$ cat src/rtl/alu_and64_unit.sv
// Execute-stage bitwise AND unit: one AND cell per bit. The result and its
// zero/all-ones flags are registered together, so the flags always match out.
module alu_and64_unit #(
    parameter int WIDTH = 64
) (
    input  logic             clk,
    input  logic             rst,
    input  logic             in_valid,
    input  logic [WIDTH-1:0] a,
    input  logic [WIDTH-1:0] b,
    output logic [WIDTH-1:0] out,
    output logic             out_valid,
    output logic             zero,
    output logic             all_ones
);

    logic [WIDTH-1:0] and_d;
    logic             zero_d;
    logic             all_ones_d;

    logic [WIDTH-1:0] out_q;
    logic             out_valid_q;
    logic             zero_q;
    logic             all_ones_q;

    for (genvar i = 0; i < WIDTH; i++) begin : g_and_cell
        assign and_d[i] = a[i] & b[i];
    end

    // Both flags are taken from and_d, which is the same value loaded into out_q.
    assign zero_d     = ~|and_d;
    assign all_ones_d = &and_d;

    // Valid-only handshake: in_valid high at an edge captures a and b, and
    // out_valid is high for exactly the following cycle. There is no ready.
    // While in_valid is low the data registers are not written, so unknown
    // operand values cannot propagate.
    always_ff @(posedge clk or posedge rst) begin
        if (rst) begin
            out_q       <= '0;
            out_valid_q <= 1'b0;
            zero_q      <= 1'b1;
            all_ones_q  <= 1'b0;
        end else begin
            out_valid_q <= in_valid;
            if (in_valid) begin
                out_q      <= and_d;
                zero_q     <= zero_d;
                all_ones_q <= all_ones_d;
            end
        end
    end

    assign out       = out_q;
    assign out_valid = out_valid_q;
    assign zero      = zero_q;
    assign all_ones  = all_ones_q;

endmodule

$ cat config.mk
export PLATFORM = sky130hd
export DESIGN_NAME = alu_and64_unit
export DESIGN_NICKNAME = d
export VERILOG_FILES = /design/src/rtl/alu_and64_unit.sv
export SDC_FILE = /design/constraint.sdc
export NUM_CORES = 1
export LEC_CHECK = 0
export ABC_AREA = 1
export CORE_MARGIN = 2
export CORE_UTILIZATION = 40
export CTS_BUF_LIST = sky130_fd_sc_hd__clkbuf_4
export DETAILED_ROUTE_END_ITERATION = 12
export PLACE_DENSITY = 0.86
export SETUP_SLACK_MARGIN = 0.4
export SLEW_MARGIN = 30
export SYNTH_ARGS = -nofsm -noshare
export SYNTH_HDL_FRONTEND = slang
export SYNTH_SLANG_ARGS = --single-unit
$ cat constraint.sdc
create_clock -name clk -period 6.92 [get_ports clk]
set_input_delay 1.73 -clock clk [delete_from_list [all_inputs] [get_ports clk]]
set_output_delay 1.73 -clock clk [all_outputs]
set_load 0.1 [all_outputs]
After elaboration in Yosys (flattened, before gate mapping)
Index checks and enable logic that the tools add are counted.
{"block": "totals", "inputBits": 131, "out_inout_bits": 67, "regBits": 67, "elab_cells": 71}
{"block": "op_classes", "n_reduce_logical": 3, "bitwise": 64}
{"operator": "1-bit bitwise AND", "count": 64}
{"operator": "64-bit AND reduction", "count": 1}
{"operator": "64-bit OR reduction", "count": 1}
{"operator": "1-bit logical NOT", "count": 1}

Longest topological paths before layout
Gate-level depths: netlist (run 1).
{"block": "depth", "depth_word": 3, "mapped_depth": 9, "ltp_nobuf": 9}

Worst setup path after synthesis (run 1)
Ideal clock, no wire load.
{"block": "synth_timing", "kind": "register to output", "start": "register out_q[25], in the netlist out[25]", "end": "output port out[25]", "path_stages_with_launch": 1, "path_slack_ns": 4.292, "path_buffers": 0, "t_arrival_ns": 0.898, "cell_sequence": "dfrtp_1"}
{"item": "start: declaration", "line_no": "21", "text": "logic [WIDTH-1:0] out_q;"}
{"item": "start signal: assignment", "line_no": "47", "text": "out_q <= and_d;"}
{"item": "end: declaration", "line_no": "11", "text": "output logic [WIDTH-1:0] out,"}
No word-level cell between the ends.

Worst setup path in the final report (run 1)
{"block": "layout_timing", "start": "register zero_q, in the netlist zero", "end": "output port zero"}
{"item": "start: declaration", "line_no": "23", "text": "logic zero_q;"}
{"item": "start signal: assignment", "line_no": "48", "text": "zero_q <= zero_d;"}
{"item": "end: declaration", "line_no": "13", "text": "output logic zero,"}
No word-level cell between the ends.

==> flow_metrics.tcl, run 1 <==
set metrics [dict create \
    cp_data_arrival_time_ps 2070 \
    cts_buffer_depth 2 \
    path_delay_family "buffers and inverters" \
    clkSlewWorstSetupHoldPaths_ps 100 \
    yosysTopAreaCell "dfrtp_1" \
    synth.distinct_cells 16 \
    worstMarginPinSlew_ps 1020 \
    global_route.overflow_total 0 \
    setup_tns_ps 0 \
    max_slew_margin 0.316 \
    insertion_delay_ps 380 \
    critical_path.startpoint_type "flip-flop" \
    cts-root-buf "clkbuf_4" \
    status "completed" \
    synth_cells 386 \
    leakagePower_nw 2.23 \
    finalCritPeriodShare 0.550 \
    synth_top_area_frac 0.546 \
    portBuffers 197 \
    syn_nets 517 \
    fin_nets 713 \
    cts_buffers 9 \
    wirelength_um 9750 \
    grt_usage 0.239 \
    path_buf_inv 1 \
    cts.repair.resized 0 \
    synth_top_flop_cell "dfrtp_1" \
    setup_viol 0 \
    grt_pass1_wl_um 15700 \
    drc 0 \
    ios 198 \
    seq_area_frac_synth 0.555 \
    vias 3344 \
    grt_antenna_before_repair 0 \
    clock-sinks 67 \
    placeableCoreArea_mm2 0.00729 \
    die_height_um 90.9 \
    stdcell_area_mm2 0.00519 \
    synthTopCellsByCount "161 x nand2_1, 66 x dfrtp_1, 63 x o21ai_0, 51 x nor2_1, 15 x nand4_1" \
    core.rowCount 31 \
    cts_max_level 3 \
    yosysWarnings 0 \
    drt_first_pass_iters 4 \
    ys_top_cells_by_area "dfrtp_1 55%, nand2_1 20%, o21ai_0 10%, nor2_1 6.3%, nand4_1 3.1%" \
    grt_max_degree 84 \
    grt_pass1_vias 3393 \
    n_antenna_cell 0 \
    globalplace.congestion 0.818 \
    ir_drop_uv 126 \
    fmax_ghz 0.263 \
    maxCapViolations 0 \
    post_cts_buffers 0 \
    die_area_mm2 0.00827 \
    synth_most_common_cell "nand2_1" \
    hpwl_um 7960 \
    synthArstFlopShare 1.00 \
    fin_util 0.712 \
    die_w_um 90.9 \
    drt_iter0_markers 145 \
    avgViaCountPerCell 4.88 \
    area_delta_synth_final_pct 71.7 \
    fin_cells 685 \
    crit_required_ps 5190 \
    slowest_delay_ps 1150 \
    rsz0062_at_grt "no" \
    synth_edf_count 0 \
    detailed_place.area_mm2 0.00507 \
    cp-end-kind "output port" \
    clock_skew_ps 0 \
    slowest_stage "clkdlybuf4s50_1" \
    routedWlPerCell_um 14.2 \
    crit_path_max_fanout 2 \
    final_antenna_net_count 0 \
    initial_core_util 0.415 \
    layout-drive-gt1-share 0.0324 \
    dp_cells 670 \
    critPathKind "flip-flop to output port" \
    p_per_area_mw_per_mm2 213 \
    cts_tree "yes" \
    path_cells "clkdlybuf4s50_1" \
    hold_slack_ps 484 \
    cts_hold_buf 0 \
    syn_avg_cell_area_um2 7.83 \
    hold_violations 0 \
    hp-class "flip-flop to flip-flop" \
    ys_seq_elements 67 \
    synthesis.area_mm2 0.00302 \
    drv_slew 0 \
    finalCriticalPeriod_ps 3800 \
]
==> per-layer routing <==
layer / track usage / vias to the layer above / share of wire
li1: - / 1639 / -
met1: 0.267 / 1494 / 0.37
met2: 0.412 / 183 / 0.49
met3: 0.0739 / 28 / 0.099
met4: 0.119 / 0 / 0.035
met5: 0 / - / 0
==> cell usage in the layout, fill, tap and decap left out <==
cell | netlist | routed
a21oi_2 | 1 | 1
and2_1 | 1 | 1
buf_4 | 0 | 2
bufinv_16 | 0 | 1
clkbuf_4 | 0 | 11
clkdlybuf4s50_1 | 0 | 197
clkinv_1 | 0 | 2
clkinv_2 | 0 | 2
dfrtp_1 | 66 | 66
dfstp_2 | 1 | 1
inv_1 | 8 | 7
inv_2 | 1 | 1
nand2_1 | 161 | 161
nand3_1 | 2 | 2
nand3b_1 | 1 | 1
nand4_1 | 15 | 15
nor2_1 | 51 | 51
nor3_1 | 1 | 1
o21ai_0 | 63 | 63
==> power breakdown <==
group          total [W]  switching (W)  internal, W
Clock           0.000241       0.000127     0.000114
Combinational   0.000428       0.000296     0.000131
Sequential      0.000438      0.0000171     0.000420
==> state kept, by name (all words and copies together), names as in the netlist <==
| name | cells |
|---|---|
| out | 64 |
| all_ones | 1 |
| out_valid | 1 |
| zero | 1 |
==> cells by family after synthesis <==
family                 Yosys count  synth area share
AO/OA/AOI/OAI                   64             0.107
buffers and inverters           23            0.0339
flip-flops                      67             0.555
AND/OR/NAND/NOR                232             0.304
==> layout make-up <==
cell class | count | area (µm²)
multi-input combinational | 296 | 1240
fill | 579 | 2100
sequential | 67 | 1680
clock inverter | 4 | 42.5
tap | 99 | 124
clock buffer | 11 | 82.6
inverter | 9 | 35.0
timing repair buffer | 199 | 1990
==> metrics by stage <==
stage	power, W	setup WS (ps)
final	0.00111	3120
after global routing	0.00115	3070
after CTS	0.00112	3090
after detailed placement	0.000874	2990
after global placement	0.000868	3060
after floorplan	0.000715	3510
==> final timing paths <==
kind,startpoint,end,slack (ps),cells past startpoint
worst max-delay path,zero$_DFFE_PP1P_,zero,3120,1
worst min-delay path,zero$_DFFE_PP1P_,zero$_DFFE_PP1P_,480,2
worst max register to register,zero$_DFFE_PP1P_,zero$_DFFE_PP1P_,6170,2
worst min register to register,zero$_DFFE_PP1P_,zero$_DFFE_PP1P_,480,2
max in group asynchronous,rst,out[63]$_DFFE_PP0P_,4450,3
min in group asynchronous,rst,out[41]$_DFFE_PP0P_,1900,3
(Power assumes the default switching activity.)
==> run 2: changes to the inputs <==
--- a/config.mk
+++ b/config.mk
@@ -7,10 +7,10 @@
 export LEC_CHECK = 0
 export ABC_AREA = 1
 export CORE_MARGIN = 2
-export CORE_UTILIZATION = 40
+export CORE_UTILIZATION = 37
 export CTS_BUF_LIST = sky130_fd_sc_hd__clkbuf_4
 export DETAILED_ROUTE_END_ITERATION = 12
-export PLACE_DENSITY = 0.86
+export PLACE_DENSITY = 0.8
 export SETUP_SLACK_MARGIN = 0.4
 export SLEW_MARGIN = 30
 export SYNTH_ARGS = -nofsm -noshare
==> constraint.sdc (replaced) <==
create_clock -name clk -period 3.6 [get_ports clk]
set_input_delay 0.9 -clock clk [delete_from_list [all_inputs] [get_ports clk]]
set_output_delay 0.9 -clock clk [all_outputs]
set_load 0.1 [all_outputs]
==> run 2 against run 1 <==
  * Hold slack gained 7.1 ps
  * Wire length down 2.7%
  * Clock-buffer cell count shrank 1
==> flow_metrics.tcl, run 2 (same netlist as run 1, synthesis figures left out) <==
set metrics [dict create \
    status "completed" \
    leakagePower_nw 2.29 \
    mostFrequentLayoutCells "161 x nand2_1, 147 x clkdlybuf4s50_1, 66 x dfrtp_1, 63 x o21ai_0, 52 x buf_4" \
    clkSlewWorstSetupHoldPaths_ps 90 \
    rr_endpoint "zero$_DFFE_PP1P_" \
    r2r-start "zero$_DFFE_PP1P_" \
    cts.repair.resized 0 \
    slowest_stage "clkdlybuf4s50_1" \
    drc 0 \
    layout-drive-gt1-share 0.115 \
    hold_violations 0 \
    finalCriticalPeriod_ps 2790 \
    crit_path_max_fanout 2 \
    cts_buffer_depth 2 \
    die_area_mm2 0.00891 \
    use_met2 0.378 \
    grt_usage 0.216 \
    r2r_setup_slack_ps 2840 \
    reg2regPathDepth 2 \
    die_w_um 94.4 \
    cp-end-kind "output port" \
    critPathKind "flip-flop to output port" \
    grtUsageMet3 0.0551 \
    initial_core_util 0.387 \
    fin_cells 686 \
    avgViaCountPerCell 4.74 \
    worstMarginPinSlew_ps 967 \
    post_cts_buffers 0 \
    slowest_delay_ps 1140 \
    grt_antenna_before_repair 0 \
    groute.layer.met1.usage 0.264 \
    grt_max_degree 79 \
    vias 3254 \
    maxCapViolations 0 \
    die_height_um 94.4 \
    drv_slew 0 \
    cp_data_arrival_time_ps 1890 \
    hp-start "zero$_DFFE_PP1P_" \
    globalplace.congestion 0.795 \
    cts_max_level 3 \
    ir_drop_uv 256 \
    clock-sinks 67 \
    cts_buffers 9 \
    cts_hold_buf 0 \
    final_antenna_net_count 0 \
    path_cells "clkdlybuf4s50_1" \
    area_delta_synth_final_pct 67.0 \
    grt_pass1_wl_um 14900 \
    hp-class "flip-flop to flip-flop" \
    cts-root-buf "clkbuf_4" \
    final_common_cell "nand2_1" \
    path_buf_inv 1 \
    grt_pass1_vias 3217 \
    drt_iter0_markers 103 \
    min_to "zero$_DFFE_PP1P_" \
    global_route.overflow_total 0 \
    fmax_ghz 0.358 \
    whs_path_depth 2 \
    insertion_delay_ps 370 \
    path_delay_family "buffers and inverters" \
    portBuffers 197 \
    rsz0062_at_grt "no" \
    hpwl_um 7600 \
    critical_path.startpoint_type "flip-flop" \
    fin_util 0.646 \
    setup_tns_ps 0 \
    finalCritPeriodShare 0.776 \
    ios 198 \
    crit_required_ps 2700 \
    fillCellCount 695 \
    drt_first_pass_iters 4 \
    placeableCoreArea_mm2 0.00781 \
    largest_register_ffs 64 \
    core.rowCount 32 \
    setup_viol 0 \
    cts_tree "yes" \
    clock_skew_ps 0 \
    fin_nets 714 \
    n_antenna_cell 0 \
    p_per_area_mw_per_mm2 399 \
    wirelength_um 9480 \
    routedWlPerCell_um 13.8 \
    dp_cells 674 \
    grt-busiest-layer "met2" \
    max_slew_margin 0.353 \
]
run 2: worst max-delay path by stage:
stage	cells past startpoint	start	end	slack, ps
global route	1	out[35]$_DFFE_PP0P_	out[35]	730
global placement	4	in_valid	out[43]$_DFFE_PP0P_	1220
detailed placement	4	in_valid	out[58]$_DFFE_PP0P_	1170
CTS	1	out[42]$_DFFE_PP0P_	out[42]	790
floorplan	1	rst	all_ones$_DFFE_PP0P_	1020
finish	1	out[31]$_DFFE_PP0P_	out[31]	810
run 2: metrics by stage:
| step | instance area, µm² | power (W) | worst slack, ps | hold WS (ps) |
|---|---|---|---|---|
| 3_5_place_dp | 4960 | 0.00166 | 1170 | 474 |
| 2_1_floorplan | 3020 | 0.00137 | 1020 | 692 |
| 4_1_cts | 5050 | 0.00203 | 792 | 497 |
| 6_report | 5050 | 0.00201 | 805 | 491 |
| 3_3_place_gp | 4960 | 0.00165 | 1220 | 462 |
| 5_1_grt | 5050 | 0.00211 | 730 | 513 |
run 2: final cells by class:
| type | instances | area, µm² | area share |
|---|---|---|---|
| clock buffers | 10 | 75.1 | 0.0149 |
| clock inverters | 2 | 7.51 | 0.00149 |
| inverters | 9 | 35.0 | 0.00694 |
| multi-input cells | 296 | 1240 | 0.246 |
| flip-flops and latches | 67 | 1680 | 0.332 |
| well taps | 102 | 128 | 0.0253 |
| repair buffers | 200 | 1880 | 0.373 |
run 2: metal layers:
metal	share of wire	vias up
li1	-	1639
met3	0.083	10
met4	0.012	0
met2	0.49	140
met1	0.41	1465
met5	0	-
run 2: power breakdown:
group          leakage [nW]  total [W]  switching, W  internal [W]
sequential            0.868   0.000839     0.0000313      0.000808
clock                0.0491   0.000368      0.000237      0.000131
combinational          1.38   0.000806      0.000567      0.000239
total                  2.29    0.00201      0.000835       0.00118
==> run 3: changes to the inputs <==
--- a/config.mk
+++ b/config.mk
@@ -7,10 +7,10 @@
 export LEC_CHECK = 0
 export ABC_AREA = 1
 export CORE_MARGIN = 2
-export CORE_UTILIZATION = 37
+export CORE_UTILIZATION = 34
 export CTS_BUF_LIST = sky130_fd_sc_hd__clkbuf_4
 export DETAILED_ROUTE_END_ITERATION = 12
-export PLACE_DENSITY = 0.8
+export PLACE_DENSITY = 0.78
 export SETUP_SLACK_MARGIN = 0.4
 export SLEW_MARGIN = 30
 export SYNTH_ARGS = -nofsm -noshare
==> constraint.sdc (replaced) <==
create_clock -name clk -period 2.52 [get_ports clk]
set_input_delay 0.63 -clock clk [delete_from_list [all_inputs] [get_ports clk]]
set_output_delay 0.63 -clock clk [all_outputs]
set_load 0.1 [all_outputs]
==> run 3 against run 2 <==
  * Hold slack lost 6.4 ps
  * Register-to-register slack lost 1100 ps
  * Clock power grew 58%
  * Global-route usage shrank 1.4 points
  * Critical endpoint is now zero
  * Largest power group unchanged
==> flow_metrics.tcl, run 3 (same netlist as run 1, synthesis figures left out) <==
set metrics [dict create \
    hp-class "flip-flop to flip-flop" \
    path_buf_inv 1 \
    final_antenna_net_count 0 \
    stdcell_area_mm2 0.00504 \
    cts_buffer_depth 2 \
    dp_cells 680 \
    drt_first_pass_iters 4 \
    leakagePower_nw 2.33 \
    fin_util 0.581 \
    final_common_cell "nand2_1" \
    slowest_stage "dfstp_2" \
    cp_data_arrival_time_ps 1210 \
    detailed_place.area_mm2 0.00493 \
    wirelength_um 9380 \
    path_delay_family "flip-flops" \
    grt_max_degree 68 \
    fin_cells 696 \
    crit_path_max_fanout 2 \
    critPathKind "flip-flop to output port" \
    finalCritPeriodShare 0.732 \
    cts.repair.resized 0 \
    clock_skew_ps 0 \
    multi_input_area_mm2 0.00124 \
    grt_antenna_before_repair 0 \
    hold_violations 0 \
    ir_drop_uv 285 \
    rsz0062_at_grt "no" \
    fillCellCount 841 \
    drv_slew 0 \
    ios 198 \
    die_w_um 98.3 \
    global_route.overflow_total 0 \
    cts_hold_buf 0 \
    n_antenna_cell 0 \
    die_height_um 98.3 \
    die_area_mm2 0.00966 \
    drt_iter0_markers 110 \
    core.rowCount 34 \
    placeableCoreArea_mm2 0.00868 \
    r2r_setup_slack_ps 1780 \
    setup_viol 0 \
    clock-sinks 67 \
    slowest_delay_ps 540 \
    seq_area_mm2 0.00168 \
    max_slew_margin 0.641 \
    cp-end-kind "output port" \
    grt_pass1_vias 3333 \
    worstMarginPinSlew_ps 539 \
    p_per_area_mw_per_mm2 581 \
    insertion_delay_ps 380 \
    maxCapViolations 0 \
    critical_path.startpoint_type "flip-flop" \
    hpwl_um 7520 \
    drc 0 \
    initial_core_util 0.348 \
    fin_nets 714 \
    layout-drive-gt1-share 0.150 \
    routedWlPerCell_um 13.5 \
    fmax_ghz 0.542 \
    mostFrequentLayoutCells "161 x nand2_1, 130 x clkdlybuf4s50_1, 69 x buf_4, 66 x dfrtp_1, 63 x o21ai_0" \
    crit_required_ps 1890 \
    hold_slack_ps 485 \
    post_cts_buffers 0 \
    cts-root-buf "clkbuf_4" \
    vias 3274 \
    avgViaCountPerCell 4.70 \
    grt_usage 0.202 \
    status "completed" \
    cts_max_level 3 \
    area_delta_synth_final_pct 66.8 \
    setup_tns_ps 0 \
    cts_tree "yes" \
    cts_buffers 9 \
    grt_pass1_wl_um 15700 \
    portBuffers 197 \
    largest_register_ffs 64 \
    globalplace.congestion 0.845 \
    path_cells "buf_4" \
    finalCriticalPeriod_ps 1840 \
    clkSlewWorstSetupHoldPaths_ps 90 \
]
run 3: cell types whose count changed in the layout (fill, tap and decap cells not counted):
| cell | previous run | this run |
|---|---|---|
| inv_2 | 1 | 0 |
| buf_4 | 52 | 69 |
| clkinvlp_4 | 0 | 1 |
| clkinv_2 | 1 | 3 |
| clkdlybuf4s50_1 | 147 | 130 |
| clkbuf_4 | 10 | 12 |
run 3: final cells by class:
cell class | instances | area share
clock inverter | 4 | 0.00347
multi-input combinational | 296 | 0.246
clock buffer | 12 | 0.0179
sequential | 67 | 0.333
timing repair buffer | 200 | 0.365
inverter | 9 | 0.00769
tap | 108 | 0.0268
run 3: path summary, 6_finish.rpt:
path                             startpoint             endpoint  cells past startpoint
max                        zero$_DFFE_PP1P_                 zero                      1
min                        zero$_DFFE_PP1P_     zero$_DFFE_PP1P_                      2
max reg2reg                zero$_DFFE_PP1P_     zero$_DFFE_PP1P_                      2
min reg2reg                zero$_DFFE_PP1P_     zero$_DFFE_PP1P_                      2
max in group asynchronous               rst     zero$_DFFE_PP1P_                      3
min in group asynchronous               rst  out[49]$_DFFE_PP0P_                      3
run 3: routing by layer:
layer / vias up / track usage / routed length [µm]
met3: 14 / 0.0465 / 740
met2: 144 / 0.350 / 4670
met5: - / 0 / 0
met1: 1478 / 0.246 / 3820
met4: 0 / 0.0727 / 160
li1: 1638 / - / -
run 3: per-stage QoR:
stage          total power (W)  worst slack, ps
2_1_floorplan          0.00196              992
3_3_place_gp           0.00236              553
3_5_place_dp           0.00237              462
4_1_cts                0.00297              637
5_1_grt                0.00308              617
6_report               0.00293              675
run 3: where the power goes:
part | switching (W) | internal [W] | leakage (nW)
Sequential | 0.0000478 | 0.00115 | 0.868
Combinational | 0.000809 | 0.000334 | 1.40
Clock | 0.000353 | 0.000228 | 0.0662
